### src/rtl/spi_pkg.sv
// Shared definitions for the SPI register slave.
// Contents: FSM state encoding, rw bit meaning, default byte size and
// synchroniser depth.
package spi_pkg;

  localparam int unsigned PACKAGE_SIZE_DEF = 8;
  localparam int unsigned SYNC_DEPTH       = 2;

  localparam logic RW_READ  = 1'b1;
  localparam logic RW_WRITE = 1'b0;

  typedef enum logic [2:0] {
    ST_IDLE  = 3'd0,
    ST_CMD   = 3'd1,
    ST_WDATA = 3'd2,
    ST_RDATA = 3'd3,
    ST_DONE  = 3'd4
  } state_t;

endpackage

### src/rtl/spi_sync_edge.sv
// Multi-flop synchroniser for an asynchronous pin with rise/fall detection
// on the synchronised level.
// Ports:
//   clk, rstb : system clock, async active-low reset
//   din       : asynchronous input pin
//   rise_c    : one-clk pulse after a synchronised 0->1 transition
//   fall_c    : one-clk pulse after a synchronised 1->0 transition
// RST_LEVEL sets the idle level the chain resets to, so that leaving reset
// does not look like an edge.
module spi_sync_edge
  import spi_pkg::*;
#(
  parameter logic RST_LEVEL = 1'b0
) (
  input  logic clk,
  input  logic rstb,
  input  logic din,
  output logic rise_c,
  output logic fall_c
);

  logic [SYNC_DEPTH-1:0] sync_q;
  logic                  prev_q;

  // Synchroniser chain plus one delayed copy for edge detection
  always_ff @(posedge clk or negedge rstb) begin
    if (!rstb) begin
      sync_q <= {SYNC_DEPTH{RST_LEVEL}};
      prev_q <= RST_LEVEL;
    end else begin
      sync_q <= {sync_q[SYNC_DEPTH-2:0], din};
      prev_q <= sync_q[SYNC_DEPTH-1];
    end
  end

  assign rise_c = sync_q[SYNC_DEPTH-1] & ~prev_q;
  assign fall_c = ~sync_q[SYNC_DEPTH-1] & prev_q;

endmodule

### src/rtl/spi_slave_regs.sv
// SPI mode-0 responder with a local register file.
// Frame: {rw, addr[PACKAGE_SIZE-2:0]} command byte then one data byte,
// MSB first. rw=1 reads, rw=0 writes. SPI pins are oversampled on clk.
// Ports:
//   clk, rstb          : system clock (>= 8x SCLK), async active-low reset
//   sclk, csb, mosi    : asynchronous SPI pins from the master
//   miso, miso_oe      : slave data out and its tristate enable
//   ld_en/addr/data    : local register preload
//   wr_strb/addr/data  : one-clk notification of a master write
//   frame_err          : one-clk pulse on an aborted frame
//   addr_err           : one-clk pulse on access to an unmapped address
// Optional build macro SPI_SLAVE_BURST_EN: while csb stays low, data bytes
// continue at auto-incremented addresses instead of stopping after one byte.
module spi_slave_regs
  import spi_pkg::*;
#(
  parameter int unsigned              PACKAGE_SIZE = PACKAGE_SIZE_DEF,
  parameter int unsigned              REG_DEPTH    = 32,
  parameter logic [PACKAGE_SIZE-1:0]  RST_VAL      = '0
) (
  input  logic                    clk,
  input  logic                    rstb,
  input  logic                    sclk,
  input  logic                    csb,
  input  logic                    mosi,
  output logic                    miso,
  output logic                    miso_oe,
  input  logic                    ld_en,
  input  logic [PACKAGE_SIZE-2:0] ld_addr,
  input  logic [PACKAGE_SIZE-1:0] ld_data,
  output logic                    wr_strb,
  output logic [PACKAGE_SIZE-2:0] wr_addr,
  output logic [PACKAGE_SIZE-1:0] wr_data,
  output logic                    frame_err,
  output logic                    addr_err
);

  localparam int unsigned PS = PACKAGE_SIZE;
  localparam int unsigned AW = PACKAGE_SIZE - 1;
  localparam int unsigned CW = $clog2(PACKAGE_SIZE + 1);
  localparam int unsigned IW = (REG_DEPTH > 1) ? $clog2(REG_DEPTH) : 1;

  // Synchronised pin events
  logic sclk_rise_c, sclk_fall_c, csb_rise_c, csb_fall_c;
  logic [SYNC_DEPTH-1:0] mosi_sync_q;
  logic                  mosi_s;

  spi_sync_edge #(.RST_LEVEL(1'b0)) u_sclk_sync (
    .clk    (clk),
    .rstb   (rstb),
    .din    (sclk),
    .rise_c (sclk_rise_c),
    .fall_c (sclk_fall_c)
  );

  spi_sync_edge #(.RST_LEVEL(1'b1)) u_csb_sync (
    .clk    (clk),
    .rstb   (rstb),
    .din    (csb),
    .rise_c (csb_rise_c),
    .fall_c (csb_fall_c)
  );

  // mosi needs only the level, aligned with the sclk chain
  always_ff @(posedge clk or negedge rstb) begin
    if (!rstb) mosi_sync_q <= '0;
    else       mosi_sync_q <= {mosi_sync_q[SYNC_DEPTH-2:0], mosi};
  end
  assign mosi_s = mosi_sync_q[SYNC_DEPTH-1];

  // State and datapath registers
  state_t          state_q, state_d;
  logic [CW-1:0]   cnt_q, cnt_d;
  logic [PS-2:0]   ishift_q, ishift_d;
  logic [PS-1:0]   oshift_q, oshift_d;
  logic [AW-1:0]   addr_q, addr_d;
  logic            miso_q, miso_d;
  logic            oe_q, oe_d;
  logic            wr_strb_q, wr_strb_d;
  logic [AW-1:0]   wr_addr_q, wr_addr_d;
  logic [PS-1:0]   wr_data_q, wr_data_d;
  logic            frame_err_q, frame_err_d;
  logic            addr_err_q, addr_err_d;
`ifdef SPI_SLAVE_BURST_EN
  // Unmapped prefetch: error is reported when that byte starts shifting out
  logic            pend_q, pend_d;
`endif

  logic [PS-1:0]   regs [REG_DEPTH];

  // Helper decodes
  logic [PS-1:0]   byte_c;
  logic            last_rise_c;
  logic [AW-1:0]   next_addr_c;
  logic [AW-1:0]   rd_addr_c;
  logic            rd_mapped_c;
  logic [PS-1:0]   rd_data_c;
  logic            wr_mapped_c;
  logic            reg_we_c;

  assign byte_c      = {ishift_q, mosi_s};
  assign last_rise_c = (cnt_q == CW'(PS - 1));
  assign next_addr_c = addr_q + AW'(1);
  // Command latch reads the address just received; burst reloads the next one
  assign rd_addr_c   = (state_q == ST_CMD) ? byte_c[AW-1:0] : next_addr_c;
  assign rd_mapped_c = (32'(rd_addr_c) < REG_DEPTH);
  assign rd_data_c   = rd_mapped_c ? regs[IW'(rd_addr_c)] : '0;
  assign wr_mapped_c = (32'(addr_q) < REG_DEPTH);

  // Register file: an SPI write beats a local load to the same address
  always_ff @(posedge clk or negedge rstb) begin
    if (!rstb) begin
      for (int unsigned i = 0; i < REG_DEPTH; i++) regs[IW'(i)] <= RST_VAL;
    end else begin
      for (int unsigned i = 0; i < REG_DEPTH; i++) begin
        if (reg_we_c && (addr_q == AW'(i)))      regs[IW'(i)] <= byte_c;
        else if (ld_en && (ld_addr == AW'(i)))   regs[IW'(i)] <= ld_data;
      end
    end
  end

  // State register
  always_ff @(posedge clk or negedge rstb) begin
    if (!rstb) begin
      state_q     <= ST_IDLE;
      cnt_q       <= '0;
      ishift_q    <= '0;
      oshift_q    <= '0;
      addr_q      <= '0;
      miso_q      <= 1'b0;
      oe_q        <= 1'b0;
      wr_strb_q   <= 1'b0;
      wr_addr_q   <= '0;
      wr_data_q   <= '0;
      frame_err_q <= 1'b0;
      addr_err_q  <= 1'b0;
`ifdef SPI_SLAVE_BURST_EN
      pend_q      <= 1'b0;
`endif
    end else begin
      state_q     <= state_d;
      cnt_q       <= cnt_d;
      ishift_q    <= ishift_d;
      oshift_q    <= oshift_d;
      addr_q      <= addr_d;
      miso_q      <= miso_d;
      oe_q        <= oe_d;
      wr_strb_q   <= wr_strb_d;
      wr_addr_q   <= wr_addr_d;
      wr_data_q   <= wr_data_d;
      frame_err_q <= frame_err_d;
      addr_err_q  <= addr_err_d;
`ifdef SPI_SLAVE_BURST_EN
      pend_q      <= pend_d;
`endif
    end
  end

  // Next-state and output logic
  always_comb begin
    state_d     = state_q;
    cnt_d       = cnt_q;
    ishift_d    = ishift_q;
    oshift_d    = oshift_q;
    addr_d      = addr_q;
    miso_d      = miso_q;
    oe_d        = oe_q;
    wr_strb_d   = 1'b0;
    wr_addr_d   = wr_addr_q;
    wr_data_d   = wr_data_q;
    frame_err_d = 1'b0;
    addr_err_d  = 1'b0;
    reg_we_c    = 1'b0;
`ifdef SPI_SLAVE_BURST_EN
    pend_d      = pend_q;
`endif

    unique case (state_q)
      ST_IDLE: begin
        oe_d   = 1'b0;
        miso_d = 1'b0;
`ifdef SPI_SLAVE_BURST_EN
        pend_d = 1'b0;
`endif
        if (csb_fall_c) begin
          state_d = ST_CMD;
          cnt_d   = '0;
          oe_d    = 1'b1;
        end
      end

      ST_CMD: begin
        if (csb_rise_c) begin
          // Deselect before any clock is harmless; mid-byte is an abort
          state_d     = ST_IDLE;
          oe_d        = 1'b0;
          miso_d      = 1'b0;
          frame_err_d = (cnt_q != '0);
          cnt_d       = '0;
        end else if (sclk_rise_c) begin
          ishift_d = byte_c[PS-2:0];
          if (last_rise_c) begin
            cnt_d  = '0;
            addr_d = byte_c[AW-1:0];
            if (byte_c[PS-1] == RW_WRITE) begin
              state_d = ST_WDATA;
            end else begin
              state_d    = ST_RDATA;
              oshift_d   = rd_data_c;
              addr_err_d = ~rd_mapped_c;
            end
          end else begin
            cnt_d = cnt_q + CW'(1);
          end
        end
      end

      ST_WDATA: begin
        if (csb_rise_c) begin
          state_d = ST_IDLE;
          oe_d    = 1'b0;
          miso_d  = 1'b0;
          cnt_d   = '0;
`ifdef SPI_SLAVE_BURST_EN
          // Between bytes of a burst, deselect is the normal end of frame
          frame_err_d = (cnt_q != '0);
`else
          frame_err_d = 1'b1;
`endif
        end else if (sclk_rise_c) begin
          ishift_d = byte_c[PS-2:0];
          if (last_rise_c) begin
            cnt_d = '0;
            if (wr_mapped_c) begin
              reg_we_c  = 1'b1;
              wr_strb_d = 1'b1;
              wr_addr_d = addr_q;
              wr_data_d = byte_c;
            end else begin
              addr_err_d = 1'b1;
            end
`ifdef SPI_SLAVE_BURST_EN
            addr_d = next_addr_c;
`else
            state_d = ST_DONE;
`endif
          end else begin
            cnt_d = cnt_q + CW'(1);
          end
        end
      end

      ST_RDATA: begin
        if (csb_rise_c) begin
          state_d = ST_IDLE;
          oe_d    = 1'b0;
          miso_d  = 1'b0;
          cnt_d   = '0;
`ifdef SPI_SLAVE_BURST_EN
          frame_err_d = (cnt_q != '0);
          pend_d      = 1'b0;
`else
          frame_err_d = 1'b1;
`endif
        end else if (sclk_fall_c) begin
          miso_d   = oshift_q[PS-1];
          oshift_d = {oshift_q[PS-2:0], 1'b0};
`ifdef SPI_SLAVE_BURST_EN
          if ((cnt_q == '0) && pend_q) begin
            addr_err_d = 1'b1;
            pend_d     = 1'b0;
          end
`endif
        end else if (sclk_rise_c) begin
          if (last_rise_c) begin
            cnt_d = '0;
`ifdef SPI_SLAVE_BURST_EN
            addr_d   = next_addr_c;
            oshift_d = rd_data_c;
            pend_d   = ~rd_mapped_c;
`else
            state_d = ST_DONE;
            miso_d  = 1'b0;
`endif
          end else begin
            cnt_d = cnt_q + CW'(1);
          end
        end
      end

      ST_DONE: begin
        miso_d = 1'b0;
        if (csb_rise_c) begin
          state_d = ST_IDLE;
          oe_d    = 1'b0;
          cnt_d   = '0;
        end
      end

      default: begin
        state_d = ST_IDLE;
        oe_d    = 1'b0;
        miso_d  = 1'b0;
        cnt_d   = '0;
      end
    endcase
  end

  assign miso      = miso_q;
  assign miso_oe   = oe_q;
  assign wr_strb   = wr_strb_q;
  assign wr_addr   = wr_addr_q;
  assign wr_data   = wr_data_q;
  assign frame_err = frame_err_q;
  assign addr_err  = addr_err_q;

endmodule
### config.mk
export PLATFORM = sky130hd
export DESIGN_NAME = spi_slave_regs
export DESIGN_NICKNAME = d
export VERILOG_FILES = /design/src/rtl/spi_pkg.sv /design/src/rtl/spi_sync_edge.sv /design/src/rtl/spi_slave_regs.sv
export SDC_FILE = /design/constraint.sdc
export NUM_CORES = 1
export LEC_CHECK = 0
export CAP_MARGIN = 20
export CORE_ASPECT_RATIO = 0.8
export CORE_MARGIN = 5
export CORE_UTILIZATION = 35
export DETAILED_ROUTE_END_ITERATION = 10
export PLACE_DENSITY = 0.48
export SLEW_MARGIN = 0
export SYNTH_ARGS = -nofsm -noshare
export SYNTH_HDL_FRONTEND = slang
export SYNTH_HIERARCHICAL = 1
export SYNTH_SLANG_ARGS = --single-unit
### constraint.sdc
create_clock -name clk -period 2.5 [get_ports clk]
set_input_delay 0.375 -clock clk [delete_from_list [all_inputs] [get_ports clk]]
set_output_delay 0.375 -clock clk [all_outputs]
set_load 0.01 [all_outputs]
# Word level (Yosys, flattened, before mapping)
# Index checks and enable logic that the tools add are counted.
dict set report totals {
  register_bits 313
  output_inout_bits 20
  word_cells 379
}
dict set report classes {
  add_sub_neg 2
  order_cmp 3
  n_eq_ne 82
  n_mux 121
  bitwise_logic 11
  reduce_logical 111
}
# operator count
set ops {}
lappend ops {{2-to-1 mux 8 bit} 73}
lappend ops {{== test 7 x 5 -> 1 bit, second input constant} 32}
lappend ops {{== test 7 x 4 -> 1 bit, second input constant} 16}
lappend ops {{nonzero test 2 bit} 33}
lappend ops {{logical AND 1 bit} 64}
lappend ops {{== test 7 x 3 -> 1 bit, second input constant} 8}
lappend ops {{binary-select mux 8 bit (select 5 bit)} 1}
lappend ops {{2-to-1 mux 3 bit} 10}
lappend ops {{== test 7 x 2 -> 1 bit, second input constant} 4}
lappend ops {{2-to-1 mux 4 bit} 7}
lappend ops {{2-to-1 mux 1 bit} 22}
lappend ops {{inequality test 2 bit, second input constant} 8}
lappend ops {{case mux 4 bit (4 select lines)} 1}
lappend ops {{case mux 8 bit (2 select lines)} 1}
lappend ops {{case mux 3 bit (5 select lines)} 1}
lappend ops {{== test 7 x 1 -> 1 bit, second input constant} 2}
lappend ops {{zero test 7 bit} 2}
lappend ops {{less-than comparator 7 x 6 -> 1 bit, second input constant} 2}
lappend ops {{AND reduction 5 bit} 2}
lappend ops {{inequality test 3 bit, second input constant} 3}
lappend ops {{AND reduction 3 bit} 3}
lappend ops {{inequality test 4 bit, second input constant} 2}
lappend ops {{case mux 1 bit (2 select lines)} 4}
lappend ops {{adder 7 x 1 -> 7 bit, second input constant} 1}
lappend ops {{other kinds (17)} 28}

# Depth between registers and ports, before layout
# Gate-level depths: netlist (run 1).
dict set report logic_depth {
  ltp_word 12
  ltp_mapped 11
  depth_no_buf 8
}

# Hierarchy
# The synthesis (run 1) kept the hierarchy.
# module n_inst cells_per_inst area_each_um2 seq_area_each_um2
set modules_own_cells {}
lappend modules_own_cells {spi_slave_regs 1 1782 16952.5 7682.4}
lappend modules_own_cells {{spi_sync_edge (u_csb_sync)} 1 5 93.8 78.8}
lappend modules_own_cells {{spi_sync_edge (u_sclk_sync)} 1 5 90.1 75.1}

# Least setup slack after synthesis (run 1)
# No wires, ideal clock.
dict set report synth_timing {
  path_type {register -> register}
  start {reg state_q[1]}
  end {reg oshift_q[0]}
  arrival_time_ns 2.398
  slack_ns -0.024
  path_stages_with_launch 10
  path_buffers 2
  period_less_slack_ns 2.524
  cell_sequence {dfrtp_1 or3b_1 buf_6 a21oi_4 buf_8 mux4_1 nand2_1 nand3_1 and3_1 a221o_1}
}
dict set report synth_via {
  elab_chain_cells 12
  word_cells_on_any_way 22
  cone_classes {1 x order compare; 8 x eq/ne; 10 x mux; 1 x bitwise; 2 x reduce/logical}
}
# item line_no
set synth_rtl {}
lappend synth_rtl {{from (decl)} spi_slave_regs.sv:72} ;# state_t state_q, state_d;
lappend synth_rtl {{from (signal assigned)} spi_slave_regs.sv:141} ;# state_q <= state_d;
lappend synth_rtl {{== test 3 x 1 -> 1 bit} {spi_slave_regs.sv:105, spi_slave_regs.sv:178}}
lappend synth_rtl {{2-to-1 mux 7 bit} spi_slave_regs.sv:105} ;# assign rd_addr_c = (state_q == ST_CMD) ? byte_c[AW-1:0] : next_addr_c;
lappend synth_rtl {{inverter 5 -> 6 bit (implied by the code)} spi_slave_regs.sv:107} ;# assign rd_data_c = rd_mapped_c ? regs[IW'(rd_addr_c)] : '0;
lappend synth_rtl {{binary-select mux 8 bit (select 5 bit)} spi_slave_regs.sv:107}
lappend synth_rtl {{2-to-1 mux 8 bit (implied by the code) (2 in a row)} spi_slave_regs.sv:107}
lappend synth_rtl {{2-to-1 mux 8 bit} spi_slave_regs.sv:107}
lappend synth_rtl {{2-to-1 mux 8 bit} spi_slave_regs.sv:205} ;# if (byte_c[PS-1] == RW_WRITE) begin
lappend synth_rtl {{2-to-1 mux 8 bit} spi_slave_regs.sv:202} ;# if (last_rise_c) begin
lappend synth_rtl {{2-to-1 mux 8 bit} spi_slave_regs.sv:200} ;# end else if (sclk_rise_c) begin
lappend synth_rtl {{2-to-1 mux 8 bit} spi_slave_regs.sv:193} ;# if (csb_rise_c) begin
lappend synth_rtl {{case mux 8 bit (2 select lines)} spi_slave_regs.sv:178} ;# unique case (state_q)
lappend synth_rtl {{to (signal assigned)} spi_slave_regs.sv:144} ;# oshift_q <= oshift_d;
lappend synth_rtl {{to (decl)} spi_slave_regs.sv:75} ;# logic [PS-1:0] oshift_q, oshift_d;
# Parallel ways exist; a longest one is shown, timed or not. The select of a mux whose other input is x is not followed.
# A chain may end at the register's enable or synchronous reset.

# Worst setup path in the final report (run 1)
# Ends and elaborated chain as after synthesis.

==> results of run 1 <==
cell usage in the layout, fill, tap and decap left out, types with 5 or more instances in the layout:
cell type	n
nand2b_1	8
nand2_2	7
a21oi_1	146
clkbuf_8	8
ha_1	5
nand4_1	7
nand3_2	9
buf_12	30
nor3_2	5
nand2_1	312
buf_6	8
clkbuf_16	37
clkbuf_1	11
nor3_1	6
mux2i_4	7
a211o_1	9
nor2b_1	11
clkinv_2	5
nand3_1	59
mux4_2	31
a211oi_1	9
clkdlybuf4s50_1	39
mux2_2	13
buf_4	167
o21ai_0	135
dfrtp_1	309
a21o_1	5
nor2_1	165
mux2i_1	280
inv_1	12
o211ai_1	12
o21ai_1	8
synthesized netlist by cell type, types with 3 or more instances:
library cell	count	area, um2
nor3_2	5	50.1
nor2_1	166	623
o2111ai_1	3	26.3
mux2_2	12	135
clkbuf_1	103	387
dfstp_2	3	78.8
nand4_1	7	43.8
nand2b_1	8	50.1
o21ai_1	8	40.0
ha_1	6	75.1
o211ai_1	12	90.1
mux4_2	29	653
a311oi_1	5	43.8
o31ai_1	4	30.0
mux4_1	3	78.8
and3_1	4	25.0
o21ai_0	135	676
nor3b_2	3	37.5
or3_1	3	18.8
inv_1	12	45.0
a31oi_1	3	18.8
a21o_1	7	52.6
buf_2	23	115
nand3_1	69	345
buf_6	11	124
dfrtp_1	310	7760
a211o_1	9	78.8
a211oi_1	10	75.1
mux2i_1	288	2880
nor3_1	6	30.0
a21oi_1	147	736
and2_1	4	25.0
nand2_1	319	1200
nor2b_1	12	75.1
worst max-delay path, cell delays in order (launching register included):
cell	delay [ns]
dfrtp_1	0.37
or3b_4	0.45
a21oi_4	0.16
buf_12	0.19
mux4_1	0.57
nand2_1	0.10
nand3_2	0.13
and3_1	0.21
a221o_1	0.27
layout make-up:
type,instances,area share (%)
timing repair buffer,249,11.6
inverter,13,0.232
clock buffer,56,5.11
tap,629,3.74
clock inverter,8,0.344
multi-input combinational,1323,41.8
sequential,313,37.2
worst paths after layout:
| check | from | to | slack (ns) | depth (start not counted) |
|---|---|---|---|---|
| setup / recovery | state_q[1] | oshift_q[0] | -0.05 | 8 |
| hold / removal | csb | u_csb_sync/sync_q[0] | 0.23 | 1 |
| setup reg to reg | state_q[1] | oshift_q[0] | -0.05 | 8 |
| hold reg to reg | u_sclk_sync/sync_q[0] | u_sclk_sync/sync_q[1] | 0.35 | 0 |
| max in group asynchronous | rstb | regs[202] | 1.31 | 3 |
| min in group asynchronous | rstb | wr_data[5] | 0.35 | 2 |
flip-flops by register name, indices dropped and copies added (netlist names):
| name | count |
|---|---|
| frame_err | 1 |
| ishift_q | 7 |
| mosi_sync_q | 2 |
| wr_data | 8 |
| miso | 1 |
| u_csb_sync/prev_q | 1 |
| miso_oe | 1 |
| cnt_q | 4 |
| u_sclk_sync/prev_q | 1 |
| wr_strb | 1 |
| oshift_q | 8 |
| wr_addr | 7 |
| addr_err | 1 |
| regs | 256 |
| addr_q | 7 |
| state_q | 3 |
| u_sclk_sync/sync_q | 2 |
| u_csb_sync/sync_q | 2 |
metal layers:
metal | wire length, um | vias to the layer above | part of all wire, % | track usage [%]
li1 | - | 6566 | - | -
met1 | 29700 | 7019 | 48 | 34.8
met2 | 26600 | 417 | 43 | 33.3
met3 | 3820 | 95 | 6.2 | 4.24
met4 | 1680 | 0 | 2.7 | 6.83
met5 | 0 | - | 0 | 0
report_power, final:
part	switching, mW	internal (mW)	total (mW)
Clock	2.26	3.07	5.34
Combinational	3.27	2.21	5.48
Sequential	0.384	5.56	5.94
Total	5.91	10.8	16.8
cell families (layout without fill, tap and decap cells):
| family | after synthesis | count (layout) | share of synthesized area, % |
|---|---|---|---|
| muxes | 334 | 334 | 22.0 |
| adders and majority gates | 6 | 6 | 0.438 |
| buffers and inverters | 156 | 326 | 4.26 |
| and+or+nand+nor | 622 | 622 | 15.6 |
| AOI/OAI and AO/OA | 358 | 358 | 11.8 |
| DFF | 313 | 313 | 45.7 |
| xor gates and xnor gates | 3 | 3 | 0.153 |
per-stage QoR:
stage | area [um2] | power (mW) | hold WS, ns | TNS [ns] | worst slack (ns)
2_1_floorplan | 17100 | 8.71 | 0.0794 | 0 | 0.0256
3_3_place_gp | 19500 | 11.0 | 0.340 | -0.844 | -0.182
3_5_place_dp | 19500 | 11.0 | 0.345 | -1.12 | -0.190
4_1_cts | 20800 | 16.6 | 0.201 | -0.0920 | -0.0529
5_1_grt | 21100 | 17.5 | 0.212 | -0.555 | -0.131
6_report | 21100 | 16.8 | 0.234 | -0.116 | -0.0521
repair_timing:
item	CTS	global route
pin swaps	3	12
setup endpoints to repair	8	230
gates cloned	1	0
hold buffers	1	0
gates resized for setup	26	37
endpoints found under the hold margin	44	0
buffers inserted	4	10
==> flow_summary_export.csv, run 1 <==
group,metric,value,unit
route,vias,14097,
worst_hold_path,hp-class,"primary input to flip-flop",
clock_network,ctsRootBufferMaster,"clkbuf_16",
clock_network,clk_pin_slew_worst_paths,0.06,ns
floorplan,coreArea,48400,um2
floorplan,io_pins,41,
route,drtPass1Iterations,5,
layout,utilization,43.5,%
timing,fin_ws,-0.0521,ns
yosys,synth_nets,1819,
timing,finalSetupViolations,4,
global_routing,grt.total_usage,22.9,%
global_routing,grt-ovfl-total,0,
clock_network,cts_tree,"yes",
yosys,yosysSeqAreaShare,45.7,%
floorplan,core.rowCount,72,
floorplan,die_w,257,um
layout,nNetsFinal,1964,
layout,drive_above_1_share,18.7,%
global_routing,grt_antenna_before_repair,0,
timing,fmax,0.392,GHz
clock_network,htreeDepth,2,
status,violations,"negative setup slack",
route,route.detailed.drc,0,
power,power.leakage,9.30,nW
floorplan,initial_core_util,35.4,%
global_routing,first_global_vias,13942,
power,power_density,795,nW/um2
timing,tightest_slew,0.729,ns
yosys,ys_warn_count,6,
placement,dp.cells,2512,
layout,multi_input_area,8800,um2
placement,place_congestion,0.907,
placement,hpwl,41700,um
clock_network,cts.sinks,313,
global_routing,grt_max_degree,64,
status,outcome,"finished with violations",
route,drtAntennaViolNets,0,
timing,hold_viol,0,
clock_network,numCtsBuffers,37,
layout,seq_area,7840,um2
job,timing.max_cap.violations,0,
yosys,synth_edf_count,0,
worst_setup_path,worstPathRequired,2.93,ns
layout,final_cells,2591,
power,irDropWorstVdd,0.558,mV
timing,relSlewSlack,51.4,%
yosys,synth.distinct_cells,67,
route,routedWlPerCell,23.9,um
clock_network,cts.path.max_buffers,3,
timing,maxSlewViolCount,0,
worst_setup_path,critPathKind,"flip-flop to flip-flop",
yosys,synth-seq-cells,313,
yosys,syn-cell-area,17100,um2
route,drt_iter0_markers,1196,
global_routing,grt_pass1_wl,93900,um
clock_network,insertion_delay,0.57,ns
timing,finalCriticalPeriod,2.55,ns
layout,fillCellCount,4600,
route,finalWirelength,61800,um
timing,fin_crit_sh,102,%
worst_setup_path,critPathLaunchType,"flip-flop",
yosys,synthArstFlopShare,100,%
floorplan,fp.dieH,208,um
yosys,syn_inst,1792,
floorplan,dieArea,53500,um2
layout,area_delta_synth_final,22.9,%
yosys,synth-main-ff-cell,"dfrtp_1",
worst_setup_path,end_kind,"flip-flop",
placement,port-buffer-count,40,
layout,diodes,0,
route,vias_per_cell,5.44,
worst_setup_path,path_max_fanout,7,
yosys,synth_area_per_cell,9.56,um2
timing,finClkSkew,0.0264,ns
timing,rsz0062_at_grt,"yes",
worst_setup_path,critPathArrivalTime,2.98,ns
No activity file was read; power rests on OpenSTA's default activity.
==> inputs of run 2 (changes only) <==
--- a/config.mk
+++ b/config.mk
@@ -11,6 +11,7 @@
 export CORE_UTILIZATION = 35
 export DETAILED_ROUTE_END_ITERATION = 10
 export PLACE_DENSITY = 0.48
+export RECOVER_POWER = 50
 export SLEW_MARGIN = 0
 export SYNTH_ARGS = -nofsm -noshare
 export SYNTH_HDL_FRONTEND = slang
==> run 2 against run 1 <==
  * The flow still finishes with violations (negative setup slack)
  * Sequential power hardly changed
  * Fmax hardly changed
  * Non-clock buffer count stayed put
  * Flip-flop and latch count stayed put
  * Via count is 0.12% lower
  * Setup slack worse by 0.0011 ns
  * Global-route usage stayed put
  * Clock-buffer cell count stayed put
  * Die area stayed put
  * Wire length hardly changed
==> flow_summary_export.csv, run 2 (same netlist as run 1, synthesis figures left out) <==
group,metric,value,unit
worst_hold_path,hp-start,"u_sclk_sync/sync_q[0]",
worst_setup_path,cpPeakStageDelay,0.57,ns
power,power_density,797,nW/um2
layout,seq_area,7840,um2
layout,drive_above_1_share,18.7,%
worst_hold_path,hp-class,"flip-flop to flip-flop",
timing,finalCriticalPeriod,2.55,ns
clock_network,cts.sinks,313,
global_routing,grt.total_usage,22.9,%
status,outcome,"finished with violations",
timing,hold-worst-slack,0.354,ns
route,drtPass1Iterations,5,
layout,final_common_cell,"nand2_1",
worst_setup_path,end_kind,"flip-flop",
clock_network,cts.path.max_buffers,3,
route,drt_iter0_markers,1342,
global_routing,grt_max_degree,64,
global_routing,grt_antenna_before_repair,0,
floorplan,core.rowCount,72,
timing,relSlewSlack,6.23,%
layout,utilization,43.4,%
worst_setup_path,critPathLaunchType,"flip-flop",
layout,largest-register,"regs",
route,routedWlPerCell,23.9,um
clock_network,insertion_delay,0.56,ns
worst_setup_path,worstPathRequired,2.93,ns
layout,mostFrequentLayoutCells,"nand2_1, dfrtp_1, mux2i_1",
global_routing,grt_pass1_wl,93900,um
floorplan,io_pins,41,
worst_setup_path,crit_slowest_cell,"mux4_1",
power,power.leakage,9.28,nW
route,vias_per_cell,5.43,
timing,finalSetupViolations,4,
floorplan,die_w,257,um
timing,fin_ws,-0.0531,ns
layout,area_delta_synth_final,22.6,%
worst_setup_path,path_max_fanout,7,
timing,finClkSkew,0.0259,ns
timing,fin_crit_sh,102,%
power,irDropWorstVdd,0.558,mV
placement,post-place-ws,-0.190,ns
timing,fmax,0.392,GHz
floorplan,coreArea,48400,um2
worst_setup_path,critPathArrivalTime,2.98,ns
layout,diodes,0,
worst_setup_path,critPathKind,"flip-flop to flip-flop",
placement,port-buffer-count,40,
worst_setup_path,crit_start,"state_q[1]",
layout,nNetsFinal,1964,
job,timing.max_cap.violations,0,
floorplan,dieArea,53500,um2
clock_network,ctsRootBufferMaster,"clkbuf_16",
layout,multi_input_area,8800,um2
timing,tightest_slew,1.41,ns
placement,hpwl,41700,um
placement,place_congestion,0.907,
global_routing,grt-ovfl-total,0,
timing,fin_tns_setup,-0.153,ns
timing,maxSlewViolCount,0,
global_routing,first_global_vias,13942,
route,drtAntennaViolNets,0,
floorplan,fp.dieH,208,um
timing,rsz0062_at_grt,"yes",
status,violations,"negative setup slack",
worst_setup_path,rr_startpoint,"state_q[1]",
placement,dp.cells,2512,
layout,final_cells,2591,
worst_setup_path,cp_cell_sequence,"or3b_4 -> a21oi_4 -> buf_12 -> mux4_1 -> nand2_1 -> nand3_2 -> and3_1 -> a221o_1",
clock_network,htreeDepth,2,
layout,largest_reg_flops,256,
clock_network,numCtsBuffers,37,
route,vias,14080,
layout,fillCellCount,4607,
clock_network,cts_tree,"yes",
route,finalWirelength,61800,um
route,route.detailed.drc,0,
clock_network,clk_pin_slew_worst_paths,0.06,ns
timing,hold_viol,0,
floorplan,initial_core_util,35.4,%
-- run 2: layout make-up --
type | count | share of cell area, %
Timing Repair Buffer | 249 | 11.3
Inverter | 13 | 0.232
Tap cell | 629 | 3.75
Sequential cell | 313 | 37.3
Clock inverter | 8 | 0.346
Multi-Input combinational cell | 1323 | 41.9
Clock buffer | 56 | 5.13
-- run 2: path summary, 6_finish.rpt --
| kind | to | slack (ns) | cells past startpoint |
|---|---|---|---|
| max in group asynchronous | mosi_sync_q[1] | 0.32 | 3 |
| setup / recovery | oshift_q[0] | -0.05 | 8 |
| setup reg to reg | oshift_q[0] | -0.05 | 8 |
| hold reg to reg | u_sclk_sync/sync_q[1] | 0.35 | 0 |
| hold / removal | u_sclk_sync/sync_q[1] | 0.35 | 0 |
| min in group asynchronous | wr_data[5] | 0.70 | 2 |
-- run 2: timing repair --
| action | in CTS | in global routing |
|---|---|---|
| hold buffers | 1 | 0 |
| endpoints found under the setup margin | 8 | 230 |
| resized for setup | 26 | 37 |
| endpoints found under the hold margin | 44 | 0 |
| pin swaps | 3 | 12 |
| buffers inserted | 4 | 10 |
| cloned | 1 | 0 |
-- run 2: per-stage QoR --
stage	power [mW]	area [um2]
after floorplan	8.71	17100
after global placement	11.0	19500
after detailed placement	11.0	19500
after CTS	16.6	20800
after global routing	17.5	21000
final	16.7	21000
-- run 2: critical path, delay by kind of cell, from the launching register on --
| family | cells | cell delay, ns |
|---|---|---|
| flip-flops | 1 | 0.37 |
| buffers and inverters | 1 | 0.19 |
| multiplexers | 1 | 0.57 |
| AND/OR/NAND/NOR | 4 | 0.89 |
| AO/OA/AOI/OAI | 2 | 0.43 |
-- run 2: power by group --
| part | internal [mW] | switching [mW] | leakage (nW) |
|---|---|---|---|
| Clock | 3.07 | 2.26 | 0.569 |
| Combinational | 2.20 | 3.27 | 5.58 |
| Sequential | 5.56 | 0.383 | 3.13 |
| Total | 10.8 | 5.90 | 9.28 |
-- run 2: metal layers --
metal / track usage [%] / routed length [um] / vias to the layer above
met5: 0 / 0 / -
met4: 6.83 / 1670 / 0
met3: 4.24 / 3950 / 90
met2: 33.3 / 26500 / 440
met1: 34.8 / 29700 / 6977
li1: - / - / 6573
==> inputs of run 3 (changes only) <==
--- a/config.mk
+++ b/config.mk
@@ -9,6 +9,7 @@
 export CORE_ASPECT_RATIO = 0.8
 export CORE_MARGIN = 5
 export CORE_UTILIZATION = 35
+export CTS_BUF_LIST = sky130_fd_sc_hd__clkbuf_4 sky130_fd_sc_hd__clkbuf_8 sky130_fd_sc_hd__clkbuf_16
 export DETAILED_ROUTE_END_ITERATION = 10
 export PLACE_DENSITY = 0.48
 export RECOVER_POWER = 50
==> constraint.sdc (replaced) <==
create_clock -name clk -period 2.15 [get_ports clk]
set_input_delay 0.3225 -clock clk [delete_from_list [all_inputs] [get_ports clk]]
set_output_delay 0.3225 -clock clk [all_outputs]
set_load 0.01 [all_outputs]
==> run 3 against run 2 <==
  * The run still ends with negative setup slack left
  * Sequential share of layout area down 2.2 points
  * Power up 17%
  * Core utilization up 2.7 points
  * Combinational power up 18%
  * Design area up 6.1%
  * Sequential power up 16%
  * Die area unchanged
  * First-iteration DRC count down 4.2%
  * Worst hold slack worse by 0.0095 ns
==> flow_summary_export.csv, run 3 (same netlist as run 1, synthesis figures left out) <==
group,metric,value,unit
floorplan,coreArea,48400,um2
route,drt_iter0_markers,1285,
timing,fin_crit_sh,120,%
worst_setup_path,critPathBufInv,3,
timing,maxSlewViolCount,0,
floorplan,io_pins,41,
global_routing,grt_max_degree,72,
timing,finClkSkew,0.0167,ns
layout,final_area,22300,um2
power,irDropWorstVdd,0.604,mV
worst_setup_path,cpLargestDelayFamily,"simple AND/OR/NAND/NOR gates",
worst_setup_path,path_max_fanout,6,
worst_setup_path,worstPathRequired,2.57,ns
timing,relSlewSlack,8.17,%
clock_network,insertion_delay,0.54,ns
placement,port-buffer-count,40,
worst_setup_path,r2r_end,"oshift_q[0]",
layout,nNetsFinal,2014,
layout,drive_above_1_share,24.0,%
route,vias,14739,
placement,place_congestion,0.922,
timing,rsz0062_at_grt,"yes",
timing,finalCriticalPeriod,2.58,ns
placement,post-place-ws,-0.592,ns
layout,mostFrequentLayoutCells,"nand2_1, dfrtp_1, mux2i_1",
power,power.leakage,9.85,nW
floorplan,die_w,257,um
timing,fmax,0.387,GHz
clock_network,ctsRootBufferMaster,"clkbuf_16",
worst_setup_path,cp_cell_sequence,"or3b_1 -> buf_6 -> a21oi_4 -> buf_6 -> buf_12 -> mux4_2 -> nand2_1 -> nand3_1 -> and3_4 -> a221o_1",
worst_setup_path,rr_startpoint,"state_q[2]",
worst_setup_path,end_kind,"flip-flop",
timing,hold-worst-slack,0.344,ns
timing,hold_viol,0,
worst_setup_path,crit_slowest_cell,"mux4_2",
global_routing,grt_pass1_wl,98000,um
floorplan,fp.dieH,208,um
status,violations,"negative setup slack",
worst_hold_path,hp-class,"primary input to flip-flop",
power,p_sw,6.84,mW
layout,area_delta_synth_final,30.1,%
worst_setup_path,crit_top_cell,"buf_6",
worst_hold_path,hp-start,"csb",
layout,largest_reg_flops,256,
global_routing,grt-ovfl-total,0,
floorplan,core.rowCount,72,
global_routing,first_global_vias,14545,
power,combPwrFrac,32.8,%
floorplan,dieArea,53500,um2
placement,hpwl,42700,um
placement,place_area,20000,um2
status,outcome,"finished with violations",
power,power_density,878,nW/um2
timing,fin_ws,-0.433,ns
power,p_seq_share,35.3,%
layout,final_common_cell,"nand2_1",
floorplan,initial_core_util,35.4,%
route,vias_per_cell,5.59,
route,finalWirelength,66000,um
worst_setup_path,critPathArrivalTime,3.00,ns
job,timing.max_cap.violations,0,
timing,tightest_slew,1.38,ns
clock_network,clk_pin_slew_worst_paths,0.06,ns
route,route.detailed.drc,0,
worst_setup_path,critPathKind,"flip-flop to flip-flop",
power,switching_share,35.0,%
worst_setup_path,cpPeakStageDelay,0.49,ns
route,routedWlPerCell,25.0,um
timing,finalSetupViolations,195,
clock_network,cts.path.max_buffers,3,
worst_hold_path,min_path_cells,1,
clock_network,cts.sinks,313,
layout,largest-register,"regs",
worst_hold_path,hold_end,"u_csb_sync/sync_q[0]",
route,drtAntennaViolNets,0,
worst_setup_path,r2r_cells,10,
layout,utilization,46.1,%
route,drtPass1Iterations,5,
clock_network,htreeDepth,2,
worst_setup_path,r2r_setup_slack,-0.43,ns
clock_network,numCtsBuffers,36,
global_routing,grt_antenna_before_repair,2,
power,intPower,12.7,mW
power,clkPwrFrac,31.8,%
global_routing,grt.total_usage,23.9,%
worst_setup_path,critPathLaunchType,"flip-flop",
clock_network,cts_tree,"yes",
-- run 3: how the worst max path moves through the flow --
stage | start | end | slack, ns | depth (start not counted)
final | state_q[2] | oshift_q[0] | -0.43 | 10
after detailed placement | state_q[1] | oshift_q[6] | -0.59 | 10
after global placement | state_q[1] | oshift_q[6] | -0.50 | 10
after floorplan | state_q[1] | oshift_q[0] | -0.32 | 9
after CTS | state_q[2] | oshift_q[0] | -0.45 | 10
after global routing | state_q[2] | oshift_q[3] | -0.52 | 10
-- run 3: metal layers --
metal	wire [um]	vias up	global-route usage (%)
met2	27700	551	34.3
met3	5430	110	5.78
met5	7	-	0
met4	2050	2	7.51
met1	30800	7418	35.7
li1	-	6658	-
-- run 3: timing repair --
item,CTS,global route
endpoints found under the hold margin,37,0
pin swaps,20,15
gates resized for setup,138,112
setup buffers,8,9
hold buffers,1,0
cloned,15,4
setup endpoints to repair,264,269
-- run 3: final cells by class --
cell class,instances,area [um2]
clock inverter,5,50.0
inverter,13,48.8
fill,4512,26100
timing repair buffer,300,3320
antenna,1,2.50
sequential,313,7840
multi-input combinational,1323,9130
tap,629,787
clock buffer,54,1120
-- run 3: metrics by stage --
step | instances | power, mW | TNS (ns)
final | 2638 | 19.6 | -19.01
after global routing | 2637 | 20.4 | -49.32
after CTS | 2624 | 19.4 | -16.44
after detailed placement | 2542 | 13.0 | -69.98
after global placement | 2542 | 12.9 | -58.86
after floorplan | 1792 | 10.2 | -2.44
-- run 3: power groups by stage --
stage               Clock (mW)  Sequential (mW)  Combinational (mW)
floorplan                    0             6.79                3.37
global placement             0             7.01                5.94
detailed placement           0             6.99                6.00
CTS                       6.33             6.90                6.21
global route              6.58             6.96                6.82
finish                    6.23             6.92                6.42
